===== src/rtl/alu_arbiter.sv =====
// Two-requester round-robin front end for a shared single-cycle ALU.
// One transaction in flight: accept in IDLE, drive the ALU in EXEC, hold the result in RESP.
module alu_arbiter #(
  parameter logic RR_INIT = 1'b1,
  localparam int unsigned DATA_W = 32,
  localparam int unsigned OP_W = 2,
  localparam int unsigned FUNCT_W = 6
) (
  input  logic               clk,
  input  logic               reset,
  input  logic               req0_valid,
  input  logic               req1_valid,
  output logic               req0_ready,
  output logic               req1_ready,
  input  logic [DATA_W-1:0]  req0_a,
  input  logic [DATA_W-1:0]  req0_b,
  input  logic [DATA_W-1:0]  req1_a,
  input  logic [DATA_W-1:0]  req1_b,
  input  logic [OP_W-1:0]    req0_op,
  input  logic [OP_W-1:0]    req1_op,
  input  logic [FUNCT_W-1:0] req0_funct,
  input  logic [FUNCT_W-1:0] req1_funct,
  output logic [DATA_W-1:0]  alu_a,
  output logic [DATA_W-1:0]  alu_b,
  output logic [OP_W-1:0]    alu_op,
  output logic [FUNCT_W-1:0] alu_funct,
  input  logic [DATA_W-1:0]  alu_result,
  input  logic               alu_zero,
  output logic               rsp0_valid,
  output logic               rsp1_valid,
  input  logic               rsp0_ready,
  input  logic               rsp1_ready,
  output logic [DATA_W-1:0]  rsp_data,
  output logic               rsp_zero,
  output logic               busy,
  output logic               grant_id
);

  typedef enum logic [1:0] {
    IDLE = 2'd0,
    EXEC = 2'd1,
    RESP = 2'd2
  } state_t;

  state_t state;
  logic   last_grant;

  logic               any_valid;
  logic               win_id;
  logic               accept;
  logic               rsp_done;
  logic [DATA_W-1:0]  sel_a;
  logic [DATA_W-1:0]  sel_b;
  logic [OP_W-1:0]    sel_op;
  logic [FUNCT_W-1:0] sel_funct;

  // Winner selection: a lone requester wins; on a tie the one not granted last wins.
  always_comb begin
    any_valid = req0_valid | req1_valid;
    win_id    = 1'b0;
    if (req0_valid && req1_valid) begin
      win_id = ~last_grant;
    end else if (req1_valid) begin
      win_id = 1'b1;
    end
    accept     = reset & (state == IDLE) & any_valid;
    req0_ready = accept & ~win_id;
    req1_ready = accept & win_id;
    sel_a      = win_id ? req1_a : req0_a;
    sel_b      = win_id ? req1_b : req0_b;
    sel_op     = win_id ? req1_op : req0_op;
    sel_funct  = win_id ? req1_funct : req0_funct;
    rsp_done   = grant_id ? rsp1_ready : rsp0_ready;
  end

  // Transaction FSM; reset wins over any in-flight operation and drops it silently.
  always_ff @(posedge clk) begin
    if (!reset) begin
      state      <= IDLE;
      last_grant <= RR_INIT;
      grant_id   <= 1'b0;
      alu_a      <= '0;
      alu_b      <= '0;
      alu_op     <= '0;
      alu_funct  <= '0;
      rsp_data   <= '0;
      rsp_zero   <= 1'b0;
      rsp0_valid <= 1'b0;
      rsp1_valid <= 1'b0;
      busy       <= 1'b0;
    end else begin
      case (state)
        IDLE: begin
          if (any_valid) begin
            alu_a     <= sel_a;
            alu_b     <= sel_b;
            alu_op    <= sel_op;
            alu_funct <= sel_funct;
            grant_id  <= win_id;
            busy      <= 1'b1;
            state     <= EXEC;
          end
        end
        EXEC: begin
          rsp_data   <= alu_result;
          rsp_zero   <= alu_zero;
          rsp0_valid <= ~grant_id;
          rsp1_valid <= grant_id;
          state      <= RESP;
        end
        RESP: begin
          if (rsp_done) begin
            last_grant <= grant_id;
            rsp0_valid <= 1'b0;
            rsp1_valid <= 1'b0;
            busy       <= 1'b0;
            state      <= IDLE;
          end
        end
        default: begin
          rsp0_valid <= 1'b0;
          rsp1_valid <= 1'b0;
          busy       <= 1'b0;
          state      <= IDLE;
        end
      endcase
    end
  end

endmodule


===== config.mk =====
export PLATFORM = sky130hd
export DESIGN_NAME = alu_arbiter
export DESIGN_NICKNAME = d
export VERILOG_FILES = /design/src/rtl/alu_arbiter.sv
export SDC_FILE = /design/constraint.sdc
export NUM_CORES = 1
export LEC_CHECK = 0
export ABC_AREA = 1
export BUFFER_PORTS_ARGS = -buffer_cell sky130_fd_sc_hd__buf_4
export CORE_AREA = 3 3 112 114
export DETAILED_ROUTE_END_ITERATION = 16
export DIE_AREA = 0 0 115 117
export HOLD_SLACK_MARGIN = 0.03
export PLACE_DENSITY = 0.76
export SYNTH_ARGS = -nofsm -noshare
export SYNTH_HDL_FRONTEND = slang
export SYNTH_SLANG_ARGS = --single-unit

===== constraint.sdc =====
create_clock -name clk -period 1.6 [get_ports clk]
set_input_delay 0 -clock clk [delete_from_list [all_inputs] [get_ports clk]]
set_output_delay 0 -clock clk [all_outputs]
set_load 0.01 [all_outputs]

==> results of run 1 <==
-- final cells by class --
cell class                      instances  share of cell area
Antenna cell                            2           0.0005447
Clock buffer                           13             0.02833
Clock inverter                          3            0.004358
Inverter                                6            0.002451
Multi-Input combinational cell        489              0.2383
Sequential cell                       112              0.2440
Tap cell                              143             0.01947
Timing Repair Buffer                  485              0.4625
-- metal layers --
metal  part of all wire  wire length [um]  up-vias  track usage
met1               0.34              7908     3182       0.3417
met4              0.078              1826        0       0.2410
met5                  0                 0        -            0
li1                   -                 -     3091            -
met2               0.48             11200      566       0.5575
met3               0.10              2399      163      0.08586
-- synth_stat cells, drive strengths merged --
library cell / number / area (sq um)
o21ai: 107 / 535.5
dfxtp: 112 / 2242
o211ai: 1 / 7.510
o22ai: 1 / 6.260
clkinv: 1 / 3.750
clkbuf: 28 / 105.1
inv: 5 / 18.77
nand3: 75 / 375.4
nand2: 88 / 330.3
nor2: 142 / 535.5
a21oi: 75 / 375.4
buf: 30 / 180.2
-- worst reg2reg max path, delay by kind of cell, from the launching register on --
kind                   cells  cell delay [ns]
DFF                        1             0.34
buffers and inverters      3             0.42
and+or+nand+nor            4             0.43
AOI/OAI and AO/OA          1             0.20
-- cells by family (layout without fill, tap and decap cells) --
| logic type | count (synthesis) | in the layout | synth area share |
|---|---|---|---|
| buffers and inverters | 64 | 507 | 0.06527 |
| other | 0 | 2 | 0 |
| flip-flops | 112 | 112 | 0.4755 |
| AND/OR/NAND/NOR | 305 | 305 | 0.2632 |
| AO/OA/AOI/OAI | 184 | 184 | 0.1961 |
-- registers in the layout, summed over array words and instances (netlist names) --
| name | count |
|---|---|
| alu_b | 32 |
| grant_id | 1 |
| state | 2 |
| alu_a | 32 |
| alu_op | 2 |
| rsp_zero | 1 |
| alu_funct | 6 |
| last_grant | 1 |
| rsp_data | 32 |
| rsp1_valid | 1 |
| busy | 1 |
| rsp0_valid | 1 |
-- per-stage QoR --
step           hold slack [ns]  cells  cell area, sq um  total power, mW    util
4_1_cts                0.03014   1247              9084            8.060  0.7888
5_1_grt                0.06677   1251              9183            8.655  0.7974
3_5_place_dp            0.2268   1054              6989            5.398  0.6069
6_report               0.05340   1253              9188            8.297  0.7978
3_3_place_gp            0.2210   1054              6989            5.375  0.6069
2_1_floorplan           0.1359    665              4716            4.339       -
-- power groups by stage --
stage | registers, mW | logic (mW) | clock network, mW
floorplan | 3.48 | 0.861 | 0
global placement | 3.33 | 2.04 | 0
detailed placement | 3.34 | 2.06 | 0
CTS | 3.28 | 2.46 | 2.32
global route | 3.34 | 2.89 | 2.43
finish | 3.31 | 2.71 | 2.28
-- final timing paths --
path | start | end | cells past startpoint
worst max-delay path | state[0]$_SDFFE_PN0P_ | alu_b[31]$_SDFFE_PN0P_ | 8
worst min-delay path | rsp0_ready | state[1]$_SDFFE_PN0P_ | 4
worst max register to register | state[0]$_SDFFE_PN0P_ | alu_b[31]$_SDFFE_PN0P_ | 8
worst min register to register | rsp_data[31]$_SDFFE_PN0N_ | rsp_data[31]$_SDFFE_PN0N_ | 2
-- repair_timing --
action	CTS	global route
pin swaps	1	3
setup buffers	1	2
setup endpoints to repair	2	35
gates cloned	1	2
resized for setup	1	7
hold buffers	175	0
endpoints found under the hold margin	105	0
-- cell usage in the layout, fill, tap and decap left out --
master and count:
clkinv_2 2, nand2_2 3, clkbuf_16 11, bufinv_16 1, nor2_4 1, o211ai_1 1
nand3_1 75, dfxtp_1 112, buf_4 297, nor2_1 141, buf_16 2, clkbuf_1 2
inv_1 3, o21ai_1 3, inv_2 2, clkbuf_8 2, a21oi_2 3, o22ai_1 1
a21oi_1 72, dlygate4sd3_1 175, buf_6 2, buf_12 7, nand2_1 85, clkinv_1 1
diode_2 2, o21ai_0 104
==> impl_results.md, run 1 <==
* Clock power share at 0.275
* Post-route setup slack at 0.1054 ns
* Worst endpoint data arrival time at about 1.7 ns
* Port buffer count at around 290
* Die ar. at 0.01346 sq mm
* Max_slew headroom at 0.6355
* Num Clock Sinks at 112
* CTS Buf Count at 9
* Vias in the first global route at around 6.9k
* Max cap viols at 0
* Worst skew pair latency at between 0.3 and 0.4 ns
* Post-synthesis sequential area ratio at 0.4755
* Fill count at 683
* Post-Syn Nets at ~850
* Fin crit share at 0.9341
* Die W at about 120 um
* Max IR drop VDD at between 500 and 600 uV
* Max-slew violation count at 0
* Residual antenna-violating net count after detailed routing at 0
* Die H at between 100 and 150 um
* Largest net degree at the start of global routing at about 110
* HP Class: input port to flip-flop
* Initial antenna violation count at 0
* CP Launch Type: flip-flop
* Mapped Area at around 0.0047 sq mm
* YS warnings at 0
* Max stage delay cell, worst path: dfxtp_1
* Reg2reg setup slack at ~0.11 ns
* RD Place Congestion at 0.8215
* Setup TNS at 0 ns
* Post-synthesis cell type count at 18
* P_int at just under 6 mW
* Clk_skew at approximately 0.0075 ns
* CP Capture Type: flip-flop
* Total grt overflow at 0
* First-pass GRT wire length at 34240 um
* I/O Pins at ~300
* Hpwl dp at between 10000 and 15000 um
* Area of the multi-input gates at 0.002190 sq mm
* Nets at 1286
* Comb power frac at 0.326
* Post-Syn Area per Cell at between 7 and 8 sq um
* Critical path type: flip-flop to flip-flop
* CTS max path bufs at 2
* Via count at about 7k
* Crit path max-delay family: buffers and inverters
* Fmax at 0.6691 GHz
* Final worst path period need at 1.495 ns
* Initial core utilization at 0.4095
* Leak at approximately 4.3 nW
* Sw frac at 0.3015
* FF+latch area at between 0.002 and 0.0025 sq mm
* Vias per inst at between 5 and 6
* CP Max Fanout at 41
* RSZ-0062 raised after global routing: no
* Final setup violation count at 0
* CP cell instances: inv_2 > nand2_1 > nor2_4 > buf_6 > buf_16 > nand2_1 > a21oi_1 > nor2_1
* Root Driver: clkbuf_16
* Synth Register Bits at ~110
* Share of layout cells above drive strength 1 at 0.3005
* Sequential Power Share at 0.399
* Iteration-0 DRC Markers at about 830
* DP Worst Slack at about 0.20 ns
* GRT Overall Usage at 0.3244
* H-tree Lvls at 3
* WP data required at about 1.8 ns
* Rows at 39
* Outcome: finished clean
* Buffers & Inverters on Critical Path at 3
* CTS tree: yes
* Max incr delay on CP at around 0.34 ns
* CP dominant cell by count: nand2_1
* Pre-Repair DR Iteration Count at 5
* Area of the core at between 0.01 and 0.015 sq mm
* Clock transition at path regs at 0.07 ns
* Synth Instances at ~670
* Routed WL per cell at ~19 um
* Actual slew at the worst max-slew pin at 0.5468 ns
* Sw Pwr at ~2.5 mW
* Drt drc at 0
* Final Hold Viols at 0
* Layout overhead on the synthesized area at 94.83%
* DRT Wirelength at between 20000 and 25000 um
* PwrDens at between 900 and 1000 mW/mm^2
(Power assumes the default switching activity.)
==> inputs of run 2 (changes only) <==
==> config.mk (replaced) <==
export PLATFORM = sky130hd
export DESIGN_NAME = alu_arbiter
export DESIGN_NICKNAME = d
export VERILOG_FILES = /design/src/rtl/alu_arbiter.sv
export SDC_FILE = /design/constraint.sdc
export NUM_CORES = 1
export LEC_CHECK = 0
export BUFFER_PORTS_ARGS = -buffer_cell sky130_fd_sc_hd__buf_4
export CORE_MARGIN = 3
export CORE_UTILIZATION = 44
export CTS_BUF_LIST = sky130_fd_sc_hd__clkbuf_4 sky130_fd_sc_hd__clkbuf_8 sky130_fd_sc_hd__clkbuf_16
export DETAILED_ROUTE_END_ITERATION = 16
export HOLD_SLACK_MARGIN = 0.03
export PLACE_DENSITY = 0.8
export SYNTH_ARGS = -nofsm -noshare
export SYNTH_HDL_FRONTEND = slang
export SYNTH_SLANG_ARGS = --single-unit
==> run 2 against run 1 <==
Effect of this change: critical path type is now flip-flop to primary output; die area decreased by 2.9%; setup slack worse by 0.036 ns; register-to-register slack hardly changed; first-iteration DRC count down 38%; largest cell class unchanged.
==> impl_results.md, run 2 <==
* Outcome: finished clean (unchanged)
* Num Clock Sinks at 112 (unchanged)
* Max-slew violation count at 0 (unchanged)
* Setup TNS at 0 ns (unchanged)
* Commonest cells after routing, fill and taps aside: 300 x buf_4, 210 x nand2_1, 179 x dlygate4sd3_1 (was 297 x buf_4, 175 x dlygate4sd3_1, 141 x nor2_1)
* Most frequent cell after synthesis: nand2_1 (was nor2_1)
* Met3 usage at 0.06607 (was 0.08586)
* CTS tree: yes (unchanged)
* Post-Syn Nets at 772 (was 848)
* GR peak layer: met2 (unchanged)
* Die H at 114.3 um (was 117 um)
* Vias per inst at 5.643 (was 5.588)
* YS warnings at 0 (unchanged)
* Placed Cells at 976 (was 1054)
* Via count at 6631 (was 7002)
* Clk_skew at 0.01414 ns (was 0.007493 ns)
* Total grt overflow at 0 (unchanged)
* Max incr delay on CP at 0.38 ns (was 0.34 ns)
* I/O Pins at 294 (unchanged)
* PwrDens at 853.4 mW/mm^2 (was 903.0 mW/mm^2)
* Area of the core at 0.01117 sq mm (was 0.01152 sq mm)
* Initial core utilization at 0.4620 (was 0.4095)
* HP Class: input port to flip-flop (unchanged)
* DRT Wirelength at 23230 um (was 23340 um)
* CP Max Fanout at 17 (was 41)
* Routed WL per cell at 19.77 um (was 18.62 um)
* Max stage delay cell, worst path: dfxtp_2 (was dfxtp_1)
* Finished Layout Cells at 1175 (was 1253)
* R2R depth at 5 (was 8)
* Clock transition at path regs at 0.07 ns (about the same)
* Commonest non-fill, non-tap cell in the layout: buf_4 (unchanged)
* CP Launch Type: flip-flop (unchanged)
* H-tree Lvls at 3 (unchanged)
* Worst skew pair latency at 0.35 ns (about the same)
* Vias in the first global route at 7011 (was 6868)
* CTS Buf Count at 9 (unchanged)
* Worst endpoint data arrival time at 1.53 ns (was 1.73 ns)
* Post-Syn Area per Cell at 8.765 sq um (was 7.091 sq um)
* Nets at 1212 (was 1286)
* Crit path max-delay family: simple AND/OR/NAND/NOR gates (was buffers and inverters)
* Actual slew at the worst max-slew pin at 0.5108 ns (was 0.5468 ns)
* Initial antenna violation count at 0 (unchanged)
* Largest net degree at the start of global routing at 51 (was 112)
* Iteration-0 DRC Markers at 517 (was 832)
* Yosys top cell area share at 0.4343 (was 0.4755)
* Fill count at 503 (was 683)
* Synth Register Bits at 112 (unchanged)
* Hold Path Depth at 4 (unchanged)
* Met2 Usage GRT at 0.6081 (was 0.5575)
* Die ar. at 0.01307 sq mm (was 0.01346 sq mm)
* Number of flops mapped to enable cells by yosys at 0 (unchanged)
* Max IR drop VDD at 608.0 uV (was 592.7 uV)
* Drt drc at 0 (unchanged)
* GRT Overall Usage at 0.3411 (was 0.3244)
* CP cell instances: nor2_4 > buf_12 > and3_4 > and2_1 > buf_4 (was inv_2 > nand2_1 > nor2_4 > buf_6 > buf_16 > nand2_1 > a21oi_1 > nor2_1)
* RD Place Congestion at 0.8240 (was 0.8215)
* Post-synthesis sequential area ratio at 0.4343 (was 0.4755)
* Final Hold Viols at 0 (unchanged)
* WP data required at 1.60 ns (was 1.84 ns)
* Levels on crit path at 5 (was 8)
* Mapped Area at 0.005162 sq mm (was 0.004716 sq mm)
* Leak at 4.162 nW (was 4.304 nW)
* First-pass GRT wire length at 35650 um (was 34240 um)
* Synth Instances at 589 (was 665)
* RSZ-0062 raised after global routing: no (unchanged)
* Met1 Track Usage GR at 0.3658 (was 0.3417)
* Cell taking the most area after synthesis: dfxtp_1 (unchanged)
* CP Capture Type: primary output (was flip-flop)
* Buffers & Inverters on Critical Path at 2 (was 3)
* Share of layout cells above drive strength 1 at 0.3965 (was 0.3005)
* Fmax at 0.6532 GHz (was 0.6691 GHz)
* Port buffer count at 293 (unchanged)
* Final setup violation count at 0 (unchanged)
* Rows at 38 (was 39)
* Die W at 114.3 um (was 115 um)
* Fin crit share at 0.9569 (was 0.9341)
* Overall power at 8.176 mW (was 8.297 mW)
* Post-synthesis cell type count at 28 (was 18)
* Max_slew headroom at 0.6595 (was 0.6355)
* CTS max path bufs at 2 (unchanged)
* Largest regs: alu_a (32), alu_b (32), rsp_data (32) (unchanged)
* Root Driver: clkbuf_16 (unchanged)
* Finished Cell Area at 0.009580 sq mm (was 0.009188 sq mm)
* Residual antenna-violating net count after detailed routing at 0 (unchanged)
* Top_reg_cell synth: dfxtp_1 (unchanged)
* Post-synth top cells: 210 x nand2_1, 112 x dfxtp_1, 107 x a21oi_1, 70 x a311oi_2, 28 x clkbuf_1 (was 141 x nor2_1, 112 x dfxtp_1, 104 x o21ai_0, 88 x nand2_1)
* Pre-Repair DR Iteration Count at 5 (unchanged)
* Synth area leaders: dfxtp_1 43%, a311oi_2 20%, nand2_1 15% (was dfxtp_1 48%, nor2_1 11%, o21ai_0 11%)
* DP Area at 0.007453 sq mm (was 0.006989 sq mm)
* Critical path type: flip-flop to primary output (was flip-flop to flip-flop)
* Hpwl dp at 12600 um (was 11250 um)
* Layout overhead on the synthesized area at 85.58% (was 94.83%)
* Final worst path period need at 1.531 ns (was 1.495 ns)
* Max cap viols at 0 (unchanged)
* Asr flop ratio synth at 0 (unchanged)
## run 2: changes by cell type in the layout (fill, tap and decap cells not counted), sizes merged, moves of 3 or more
cell         previous run  this run
dlygate4sd3           175       179
nand2                  88       210
nor2                  142         3
a21oi                  75       107
nor2b                   0         3
a311oi                  0        72
nand3                  75         1
o21ai                 107         0
clkbuf                 15        11
and2                    0         3
## run 2: kinds of logic after synthesis
logic type | synth area share
compound gates | 0.3265
simple gates | 0.1682
flops | 0.4343
mux | 0.006059
buf+inv | 0.06495
## run 2: layer usage
layer | up-vias | wire length (um)
li1 | 2948 | -
met2 | 440 | 11560
met3 | 137 | 1793
met4 | 0 | 1596
met1 | 3106 | 8273
met5 | - | 0
## run 2: path summary, 6_finish.rpt
| check | from | endpoint | slack, ns |
|---|---|---|---|
| hold / removal | rsp0_ready | state[1]$_SDFFE_PN0P_ | 0.1 |
| setup / recovery | state[0]$_SDFFE_PN0P_ | req1_ready | 0.07 |
| hold reg to reg | rsp_data[14]$_SDFFE_PN0N_ | rsp_data[14]$_SDFFE_PN0N_ | 0.46 |
| setup reg to reg | state[0]$_SDFFE_PN0P_ | alu_funct[0]$_SDFFE_PN0P_ | 0.12 |
## run 2: final cells by class
cell class / instances / area, sq um / share of cell area
Multi-Input combinational cell: 413 / 2603 / 0.2716
Timing Repair Buffer: 490 / 4260 / 0.4447
Antenna cell: 1 / 2.502 / 0.0002612
Sequential cell: 112 / 2245 / 0.2343
Clock buffer: 10 / 239.0 / 0.02494
Clock inverter: 6 / 42.54 / 0.004440
Inverter: 3 / 13.76 / 0.001437
Tap cell: 140 / 175.2 / 0.01828
## run 2: power by group
part	switching, mW	internal, mW	total (mW)
sequential	0.200	3.09	3.29
clock	1.05	1.10	2.15
combinational	1.30	1.43	2.74
total	2.55	5.62	8.18
## run 2: stage by stage
step | utilization | worst slack [ns] | hold WS [ns]
after floorplan | - | 0.3245 | 0.1360
after global placement | 0.6671 | 0.2467 | 0.2464
after detailed placement | 0.6671 | 0.1720 | 0.2593
after CTS | 0.8534 | 0.008263 | 0.09487
after global routing | 0.8572 | 0.02136 | 0.1429
final | 0.8574 | 0.06897 | 0.09676
## run 2: tightest hold or removal path, cell delays in order
cell     delay [ns]
buf_4          0.08
mux2i_1        0.11
a21oi_1        0.15
nor2_1         0.05
## run 2: what timing repair did
item / 4_1_cts / 5_1_grt
hold buffers: 179 / 0
cloned: 0 / 1
pin swaps: 1 / 1
setup buffers: 1 / 1
gates resized for setup: 1 / 3
setup endpoints to repair: 2 / 2
hold endpoints to repair: 110 / 0
